===== config.mk =====
export PLATFORM = sky130hd
export DESIGN_NAME = fetch_redirect_ctrl
export DESIGN_NICKNAME = d
export VERILOG_FILES = /design/src/rtl/fetch_redirect_ctrl.sv
export SDC_FILE = /design/constraint.sdc
export NUM_CORES = 1
export LEC_CHECK = 0
export BUFFER_PORTS_ARGS = -buffer_cell sky130_fd_sc_hd__buf_2
export CORE_ASPECT_RATIO = 0.6
export CORE_MARGIN = 2
export CORE_UTILIZATION = 35
export DETAILED_ROUTE_END_ITERATION = 7
export PLACE_DENSITY = 0.72
export SLEW_MARGIN = 30
export SYNTH_ARGS = -nofsm -noshare
export SYNTH_HDL_FRONTEND = slang
export SYNTH_SLANG_ARGS = --single-unit

===== constraint.sdc =====
create_clock -name clk -period 1.25 [get_ports clk]
set_input_delay 0.25 -clock clk [delete_from_list [all_inputs] [get_ports clk]]
set_output_delay 0.25 -clock clk [all_outputs]
set_load 0.01 [all_outputs]

===== src/rtl/fetch_redirect_ctrl.sv =====
// -----------------------------------------------------------------------------
// fetch_redirect_ctrl
//
// Purpose:
//   Redirects the fetch stage when a taken branch resolves in EX or an
//   unconditional jump decodes in ID. The selected target is captured, held
//   while instruction memory is busy, and issued to the PC for one cycle with
//   jump_cs. The wrong-path pipeline registers are then squashed for FLUSH_LEN
//   cycles. The block also produces the fetch stall signal.
//
// Parameters:
//   FLUSH_LEN    cycles the flush outputs stay high, counting the issue cycle
//                (range 1..7)
//
// Optional feature macro:
//   REDIRECT_PERF_EN  when defined, redirect_cnt and stall_cnt are live
//                     32-bit wrapping counters; otherwise both read 0 and
//                     no counter flops exist.
//
// Ports:
//   clk          in   rising-edge clock
//   rst_n        in   asynchronous active-low reset
//   imem_busy    in   instruction memory not ready, so fetch must hold
//   load_use_hz  in   load-use hazard detected in ID
//   br_valid     in   conditional branch resolved in EX this cycle
//   br_taken     in   branch outcome, meaningful with br_valid
//   br_target    in   32-bit word-address branch target (EX)
//   j_valid      in   unconditional jump decoded in ID this cycle
//   j_target     in   32-bit word-address jump target (ID)
//   stall        out  PC hold (combinational)
//   jump_cs      out  PC load strobe for Next_pc
//   Next_pc      out  redirect target (last captured target)
//   flush_if_id  out  squash IF/ID
//   flush_id_ex  out  squash ID/EX (EX-source redirects only)
//   redirect_cnt out  redirects issued
//   stall_cnt    out  cycles with stall high
// -----------------------------------------------------------------------------
module fetch_redirect_ctrl #(
  parameter int unsigned FLUSH_LEN = 2
) (
  input  logic        clk,
  input  logic        rst_n,
  input  logic        imem_busy,
  input  logic        load_use_hz,
  input  logic        br_valid,
  input  logic        br_taken,
  input  logic [31:0] br_target,
  input  logic        j_valid,
  input  logic [31:0] j_target,
  output logic        stall,
  output logic        jump_cs,
  output logic [31:0] Next_pc,
  output logic        flush_if_id,
  output logic        flush_id_ex,
  output logic [31:0] redirect_cnt,
  output logic [31:0] stall_cnt
);

  typedef enum logic [1:0] {
    IDLE  = 2'd0,
    HOLD  = 2'd1,
    ISSUE = 2'd2,
    FLUSH = 2'd3
  } state_e;

  // Flush cycles that follow the issue cycle.
  localparam logic [2:0] FLUSH_EXTRA = 3'(FLUSH_LEN - 1);

  state_e      state_q, state_d;
  logic        src_ex_q, src_ex_d;
  logic [31:0] tgt_q, tgt_d;
  logic [2:0]  flush_left_q, flush_left_d;
  logic        jump_q, jump_d;
  logic        fif_q, fif_d;
  logic        fex_q, fex_d;

  logic        req_ex_s;
  logic        req_s;
  logic [31:0] req_tgt_s;
  logic        issue_ex_s;

  // EX wins over ID; a not-taken branch is not a request.
  assign req_ex_s  = br_valid & br_taken;
  assign req_s     = req_ex_s | j_valid;
  assign req_tgt_s = req_ex_s ? br_target : j_target;

  // An issuing EX redirect kills the instruction behind the load, so the
  // load-use stall must not block it.
  assign issue_ex_s = (state_q == ISSUE) & src_ex_q;
  assign stall      = imem_busy | (load_use_hz & ~issue_ex_s);

  // State, captured redirect and flush counter registers.
  always_ff @(posedge clk or negedge rst_n) begin
    if (!rst_n) begin
      state_q      <= IDLE;
      src_ex_q     <= 1'b0;
      tgt_q        <= 32'd0;
      flush_left_q <= 3'd0;
    end else begin
      state_q      <= state_d;
      src_ex_q     <= src_ex_d;
      tgt_q        <= tgt_d;
      flush_left_q <= flush_left_d;
    end
  end

  // Next-state logic: capture in IDLE only; requests in other states are
  // wrong-path and ignored.
  always_comb begin
    state_d      = state_q;
    src_ex_d     = src_ex_q;
    tgt_d        = tgt_q;
    flush_left_d = flush_left_q;
    case (state_q)
      IDLE: begin
        if (req_s) begin
          tgt_d    = req_tgt_s;
          src_ex_d = req_ex_s;
          state_d  = imem_busy ? HOLD : ISSUE;
        end else begin
          state_d = IDLE;
        end
      end
      HOLD: begin
        if (!imem_busy) begin
          state_d = ISSUE;
        end else begin
          state_d = HOLD;
        end
      end
      ISSUE: begin
        // The PC ignores jump_cs under stall, so a stalled issue cycle is
        // retried from HOLD instead of losing the redirect.
        if (stall) begin
          state_d = HOLD;
        end else if (FLUSH_EXTRA != 3'd0) begin
          state_d      = FLUSH;
          flush_left_d = FLUSH_EXTRA;
        end else begin
          state_d = IDLE;
        end
      end
      FLUSH: begin
        if (flush_left_q <= 3'd1) begin
          state_d      = IDLE;
          flush_left_d = 3'd0;
        end else begin
          state_d      = FLUSH;
          flush_left_d = flush_left_q - 3'd1;
        end
      end
      default: begin
        state_d      = IDLE;
        flush_left_d = 3'd0;
      end
    endcase
  end

  // Output decode from the next state so the outputs can be registered.
  always_comb begin
    jump_d = (state_d == ISSUE);
    fif_d  = (state_d == ISSUE) | (state_d == FLUSH);
    fex_d  = fif_d & src_ex_d;
  end

  // Registered PC-control and flush outputs.
  always_ff @(posedge clk or negedge rst_n) begin
    if (!rst_n) begin
      jump_q <= 1'b0;
      fif_q  <= 1'b0;
      fex_q  <= 1'b0;
    end else begin
      jump_q <= jump_d;
      fif_q  <= fif_d;
      fex_q  <= fex_d;
    end
  end

  // The registered strobe is qualified by stall so the PC never sees
  // jump_cs while held.
  assign jump_cs     = jump_q & ~stall;
  assign Next_pc     = tgt_q;
  assign flush_if_id = fif_q;
  assign flush_id_ex = fex_q;

`ifdef REDIRECT_PERF_EN
  logic [31:0] redirect_cnt_q;
  logic [31:0] stall_cnt_q;

  // Performance counters; both wrap at 2^32.
  always_ff @(posedge clk or negedge rst_n) begin
    if (!rst_n) begin
      redirect_cnt_q <= 32'd0;
      stall_cnt_q    <= 32'd0;
    end else begin
      if (jump_cs) begin
        redirect_cnt_q <= redirect_cnt_q + 32'd1;
      end else begin
        redirect_cnt_q <= redirect_cnt_q;
      end
      if (stall) begin
        stall_cnt_q <= stall_cnt_q + 32'd1;
      end else begin
        stall_cnt_q <= stall_cnt_q;
      end
    end
  end

  assign redirect_cnt = redirect_cnt_q;
  assign stall_cnt    = stall_cnt_q;
`else
  assign redirect_cnt = 32'd0;
  assign stall_cnt    = 32'd0;
`endif

endmodule


==> metrics.txt, run 1 <==
antenna-violating nets left 0; Internal Dissipation 0.00468 W; via count of the first global-routing pass 1,995; number of buffers inserted during clock tree synthesis 5; failing checks negative setup slack; Arr. time, crit path 1.19 ns; ys async rst share 1.00; Slew Viols, Final 0; routed wire length per instance 12.9 um; netlist area before placement 0.00251 mm^2; Placed Instance Area 0.00300 mm^2; share of total power in combinational logic 0.507; cell taking the most area after synthesis sky130_fd_sc_hd__dfrtp_1; clock tree buffer depth 2; portion of total power attributed to sequential cells 0.314; flops & latches, synth 41; most instantiated flip-flop cell in the synthesis netlist sky130_fd_sc_hd__dfrtp_1; Critical Path Max Stage Delay 0.41 ns; sum of routed wire length over all layers 6020 um; number of vias per cell 4.49; starting utilization of the core area 0.369; height of the die 69.6 um; worst-path maximum fanout 2; cell at the slowest stage of the critical path sky130_fd_sc_hd__dfrtp_2; clock network fraction of design power 0.179; final critical delay including setup and external delays 1.44 ns; via count 2,089; post-route clock skew 0.00572 ns; clk root buf sky130_fd_sc_hd__clkbuf_16; share of the synthesized area in the top cell type 0.409; Peak supply drop 0.000878 V; outcome finished with violations; post-route clock period utilization 1.16; smallest hold slack 0.232 ns; leading cell type in the layout, fill and taps excluded sky130_fd_sc_hd__buf_2; Antenna Diode Count 0; x dimension of the die 113 um; multi-input logic area 0.00117 mm^2; Seq/Total Area, Yosys 0.409; global placer's final weighted congestion 0.750; number of top-level pins 171; Clock Pin Slew Worst Setup and Hold Paths 0.06 ns; number of cells produced by synthesis 257; final-report hold violation count 0; kind of end point of the critical path output pin; fraction of layout cells with a size suffix above 1 0.397; min-delay worst type primary input to register; met2 track demand over resource in global routing 0.253; CTS sink cnt 41; count of distinct cell types in the synthesized netlist 32; Final TNS setup -5.14 ns; max-cap violation count 0; first-iteration detailed-routing DRC count 63; signed area change from the synthesized netlist to the final layout 33.8%; dominant cells by area after synthesis sky130_fd_sc_hd__dfrtp_1, sky130_fd_sc_hd__buf_4, sky130_fd_sc_hd__a21oi_1; RSZ-0062 raised after global routing yes; count of final setup violators 38; reported net switching power 0.00270 W; most crowded layer after global routing met2; final setup margin -0.194 ns; DRC viols 0; switching fraction of total power 0.366; Port Buffers 106; critical path cell sequence nand3b_1 > a21o_1 > nor2_2 > buf_2; Total Die Area 0.00788 mm^2; category of the worst setup path launch point register; top library cells by usage in the layout, fill and taps aside sky130_fd_sc_hd__buf_2, sky130_fd_sc_hd__a21oi_1, sky130_fd_sc_hd__conb_1; highest achievable clock rate 693 MHz; post-layout instance area 0.00336 mm^2; total power per unit cell area 2200 mW/mm^2; met1 layer usage reported by global route 0.179; clock tree from TritonCTS built; H-tree lvl count 2; post-layout net count 449; required time reported for the critical path endpoint 1.00 ns; reported leakage power 1.67 nW; Setup CP Type register to output pin; average size of a mapped cell 9.76 um^2; cell row count 23; Congestion Overflow GR 0; global-route wire length before repair 9360 um; final-layout fill cell count 651; Clock Latency Late Sink 0.27 ns; largest net degree at the start of global routing 33; iteration count of the initial detailed-routing pass 4; floorplan core area 0.00679 mm^2; GRT Total Usage 0.145; YS warnings 0; number of antenna violations at the first check in global routing 0; met3 track demand over resource in global routing 0.0498; count of flip-flops with a built-in enable after synthesis 0; Final HPWL DP 4430 um; area used by sequential logic in the layout 0.00103 mm^2
-- registers in the layout, summed over array words and instances (netlist names) --
| name | count |
|---|---|
| state_q | 2 |
| flush_left_q | 3 |
| Next_pc | 32 |
| src_ex_q | 1 |
| jump_q | 1 |
| flush_if_id | 1 |
| flush_id_ex | 1 |
-- Yosys cell counts, drive strengths merged (2+ instances only) --
cell type,n
nand3b,2
o21ai,2
nor2b,2
nand2,2
buf,76
clkbuf,3
nor2,3
mux2i,32
nand3,3
a21oi,67
or3,2
and2,2
dfrtp,41
a21o,2
inv,5
nor3,2
-- cell families (layout without fill, tap and decap cells) --
logic type | Yosys count | count (layout) | share of synthesized area
buf+inv | 84 | 142 | 0.239
compound gates | 78 | 78 | 0.166
flops | 41 | 41 | 0.409
mux | 32 | 32 | 0.128
simple gates | 20 | 20 | 0.0514
fa+ha+maj | 1 | 1 | 0.00499
other cells | 1 | 64 | 0.00149
-- path summary, 6_finish.rpt --
| path | slack, ns | end | cells past startpoint | start |
|---|---|---|---|---|
| max in group asynchronous | 0.32 | Next_pc[11]$_DFFE_PN0P_ | 3 | rst_n |
| hold reg to reg | 0.52 | Next_pc[25]$_DFFE_PN0P_ | 2 | Next_pc[25]$_DFFE_PN0P_ |
| setup / recovery | -0.19 | jump_cs | 4 | state_q[0]$_DFF_PN0_ |
| min in group asynchronous | 0.44 | Next_pc[1]$_DFFE_PN0P_ | 2 | rst_n |
| setup reg to reg | -0.19 | Next_pc[4]$_DFFE_PN0P_ | 7 | state_q[0]$_DFF_PN0_ |
| hold / removal | 0.23 | jump_q$_DFF_PN0_ | 2 | imem_busy |
-- per-stage QoR --
stage | power (W) | std cells | setup slack, ns | util
final | 0.00739 | 465 | -0.194 | 0.494
after global routing | 0.00797 | 465 | -0.269 | 0.494
after CTS | 0.00729 | 464 | -0.198 | 0.488
after detailed placement | 0.00533 | 448 | -0.109 | 0.441
after global placement | 0.00524 | 448 | -0.0739 | 0.441
after floorplan | 0.00417 | 320 | 0.0182 | -
-- cell type report --
class | count | area share
Sequential cell | 41 | 0.306
Clock inverter | 1 | 0.00149
Clock buffer | 7 | 0.0455
Inverter | 5 | 0.00559
Tap cell | 87 | 0.0324
Timing Repair Buffer | 129 | 0.260
Multi-Input combinational cell | 195 | 0.349
-- routing by layer --
layer / part of all wire / up-vias
met3: 0.081 / 4
met4: 0.0051 / 0
li1: - / 1004
met1: 0.43 / 978
met5: 0 / -
met2: 0.48 / 103
-- worst max-delay path: cells and delay by family, from the launching register on --
kind / cells / cell delay [ns]
compound gates: 1 / 0.17
buf+inv: 1 / 0.13
flops: 1 / 0.41
simple gates: 2 / 0.22
-- power by group through the flow --
stage          sequential, W  combinational, W  clock (W)
2_1_floorplan        0.00256           0.00161          0
3_3_place_gp         0.00237           0.00287          0
3_5_place_dp         0.00237           0.00296          0
4_1_cts              0.00232           0.00359    0.00138
5_1_grt              0.00240           0.00411    0.00146
6_report             0.00232           0.00375    0.00132
-- timing repair --
item | CTS | global route
gates cloned | 2 | 1
gates resized for setup | 10 | 4
buffers inserted | 5 | 0
endpoints found under the hold margin | 15 | 0
endpoints found under the setup margin | 41 | 41
pin swaps | 3 | 3
hold buffers | 1 | 0
No activity file was read; power rests on OpenSTA's default activity.
==> inputs of run 2 (changes only) <==
--- a/config.mk
+++ b/config.mk
@@ -5,12 +5,12 @@
 export SDC_FILE = /design/constraint.sdc
 export NUM_CORES = 1
 export LEC_CHECK = 0
-export BUFFER_PORTS_ARGS = -buffer_cell sky130_fd_sc_hd__buf_2
+export BUFFER_PORTS_ARGS = -buffer_cell sky130_fd_sc_hd__buf_4
 export CORE_ASPECT_RATIO = 0.6
 export CORE_MARGIN = 2
 export CORE_UTILIZATION = 35
 export DETAILED_ROUTE_END_ITERATION = 7
-export PLACE_DENSITY = 0.72
+export PLACE_DENSITY = 0.75
 export SLEW_MARGIN = 30
 export SYNTH_ARGS = -nofsm -noshare
 export SYNTH_HDL_FRONTEND = slang
==> run 2 against run 1 <==
Largest power group unchanged. Sequential share of layout area down 2.4 points. Worst setup slack worse by 0.024 ns. Count of clock-buffer cells in the layout up 1. Highest routed layer unchanged. Total power up 5.2%. The flow still finishes with violations (negative setup slack). Clock skew up 0.0030 ns.
==> metrics.txt, run 2 (synthesis gave the netlist of run 1 again) <==
outcome finished with violations; failing checks negative setup slack; post-route clock skew 0.00869 ns; min-delay worst type primary input to register; post-layout net count 455; final-report hold violation count 0; RSZ-0062 raised after global routing yes; final critical delay including setup and external delays 1.47 ns; met2 track demand over resource in global routing 0.248; most crowded layer after global routing met2; portion of total power attributed to sequential cells 0.305; first-iteration detailed-routing DRC count 98; category of the worst setup path launch point register; reported leakage power 1.78 nW; height of the die 69.6 um; Port Buffers 106; signed area change from the synthesized netlist to the final layout 45.1%; Final HPWL DP 4740 um; final setup margin -0.219 ns; via count of the first global-routing pass 1,962; Setup CP Type register to output pin; met1 layer usage reported by global route 0.214; smallest hold slack 0.191 ns; starting utilization of the core area 0.369; Congestion Overflow GR 0; Clock Pin Slew Worst Setup and Hold Paths 0.06 ns; Clock Latency Late Sink 0.28 ns; normalized max-slew margin 0.648; largest net degree at the start of global routing 42; antenna-violating nets left 0; total power per unit cell area 2130 mW/mm^2; global-route wire length before repair 9890 um; Slew Viols, Final 0; top library cells by usage in the layout, fill and taps aside sky130_fd_sc_hd__buf_4, sky130_fd_sc_hd__a21oi_1, sky130_fd_sc_hd__conb_1; Total Die Area 0.00788 mm^2; number of top-level pins 171; floorplan core area 0.00679 mm^2; CTS sink cnt 41; Antenna Diode Count 0; clock tree buffer depth 2; leading cell type in the layout, fill and taps excluded sky130_fd_sc_hd__buf_4; GRT Total Usage 0.157; utilization of the core after routing 0.536; number of antenna violations at the first check in global routing 0; transition time at the pin with the least slew margin 0.528 ns; global placer's final weighted congestion 0.892; share of total power in combinational logic 0.537; number of vias per cell 4.47; met3 track demand over resource in global routing 0.0594; H-tree lvl count 2; fraction of layout cells with a size suffix above 1 0.391; number of flip-flops in the largest register 32; x dimension of the die 113 um; worst slack after detailed placement -0.00851 ns; switching fraction of total power 0.361; clk root buf sky130_fd_sc_hd__clkbuf_16; routed wire length per instance 14.2 um; sum of routed wire length over all layers 6690 um; clock network fraction of design power 0.158; Arr. time, crit path 1.22 ns; required time reported for the critical path endpoint 1.00 ns; highest achievable clock rate 681 MHz; cell row count 23; kind of end point of the critical path output pin; via count 2,106; reported net switching power 0.00281 W; max-cap violation count 0; count of final setup violators 37; DRC viols 0; Internal Dissipation 0.00497 W; post-route clock period utilization 1.17; iteration count of the initial detailed-routing pass 4; overall power 0.00777 W; clock tree from TritonCTS built; number of buffers inserted during clock tree synthesis 5; Peak supply drop 0.00110 V; worst-path maximum fanout 2
[run 2: cell count changes in the layout (fill, tap and decap cells not counted), sizes merged]
cell	before	now
clkinv	1	0
buf	126	131
clkbuf	8	10
[run 2: worst max-delay path, cell delays in order, from the launching register on]
cell and delay [ns]:
sky130_fd_sc_hd__dfrtp_1 0.39, sky130_fd_sc_hd__nand3b_1 0.17, sky130_fd_sc_hd__a21o_1 0.19, sky130_fd_sc_hd__nor2_2 0.07
sky130_fd_sc_hd__buf_4 0.12
[run 2: power by group through the flow]
| stage | registers (W) | clock network (W) | logic, W |
|---|---|---|---|
| floorplan | 0.00256 | 0 | 0.00161 |
| global placement | 0.00238 | 0 | 0.00327 |
| detailed placement | 0.00238 | 0 | 0.00336 |
| CTS | 0.00237 | 0.00126 | 0.00370 |
| global route | 0.00244 | 0.00133 | 0.00456 |
| finish | 0.00237 | 0.00123 | 0.00417 |
[run 2: timing repair]
action | 4_1_cts | 5_1_grt
hold endpoints to repair | 41 | 0
hold buffers | 1 | 0
pin swaps | 1 | 1
buffers inserted | 3 | 5
setup endpoints to repair | 10 | 41
cloned | 2 | 3
gates resized for setup | 8 | 5
[run 2: through the flow]
| step | instances | setup TNS, ns | cell area [um^2] |
|---|---|---|---|
| 2_1_floorplan | 320 | 0 | 2750 |
| 3_3_place_gp | 449 | 0 | 3270 |
| 3_5_place_dp | 449 | -0.00851 | 3270 |
| 4_1_cts | 463 | -2.80 | 3520 |
| 5_1_grt | 471 | -5.52 | 3640 |
| 6_report | 471 | -3.51 | 3640 |
[run 2: final cells by class]
| class | count | area, um^2 |
|---|---|---|
| Clock buffer | 8 | 136 |
| Fill cell | 610 | 3150 |
| Inverter | 5 | 18.8 |
| Multi-Input combinational cell | 195 | 1150 |
| Sequential cell | 41 | 1030 |
| Tap cell | 87 | 109 |
| Timing Repair Buffer | 135 | 1200 |
[run 2: worst paths after layout]
path	start	endpoint	slack, ns	cells after the start
max	state_q[0]$_DFF_PN0_	jump_cs	-0.22	4
max reg2reg	state_q[0]$_DFF_PN0_	Next_pc[31]$_DFFE_PN0P_	-0.17	6
min in group asynchronous	rst_n	jump_q$_DFF_PN0_	0.48	2
min reg2reg	Next_pc[10]$_DFFE_PN0P_	Next_pc[10]$_DFFE_PN0P_	0.52	2
max in group asynchronous	rst_n	Next_pc[8]$_DFFE_PN0P_	0.39	2
min	imem_busy	jump_q$_DFF_PN0_	0.19	2
[run 2: layer usage]
metal	share of wire	vias to the layer above
met5	0	-
met4	0.00090	0
li1	-	1014
met3	0.086	2
met2	0.47	95
met1	0.44	995
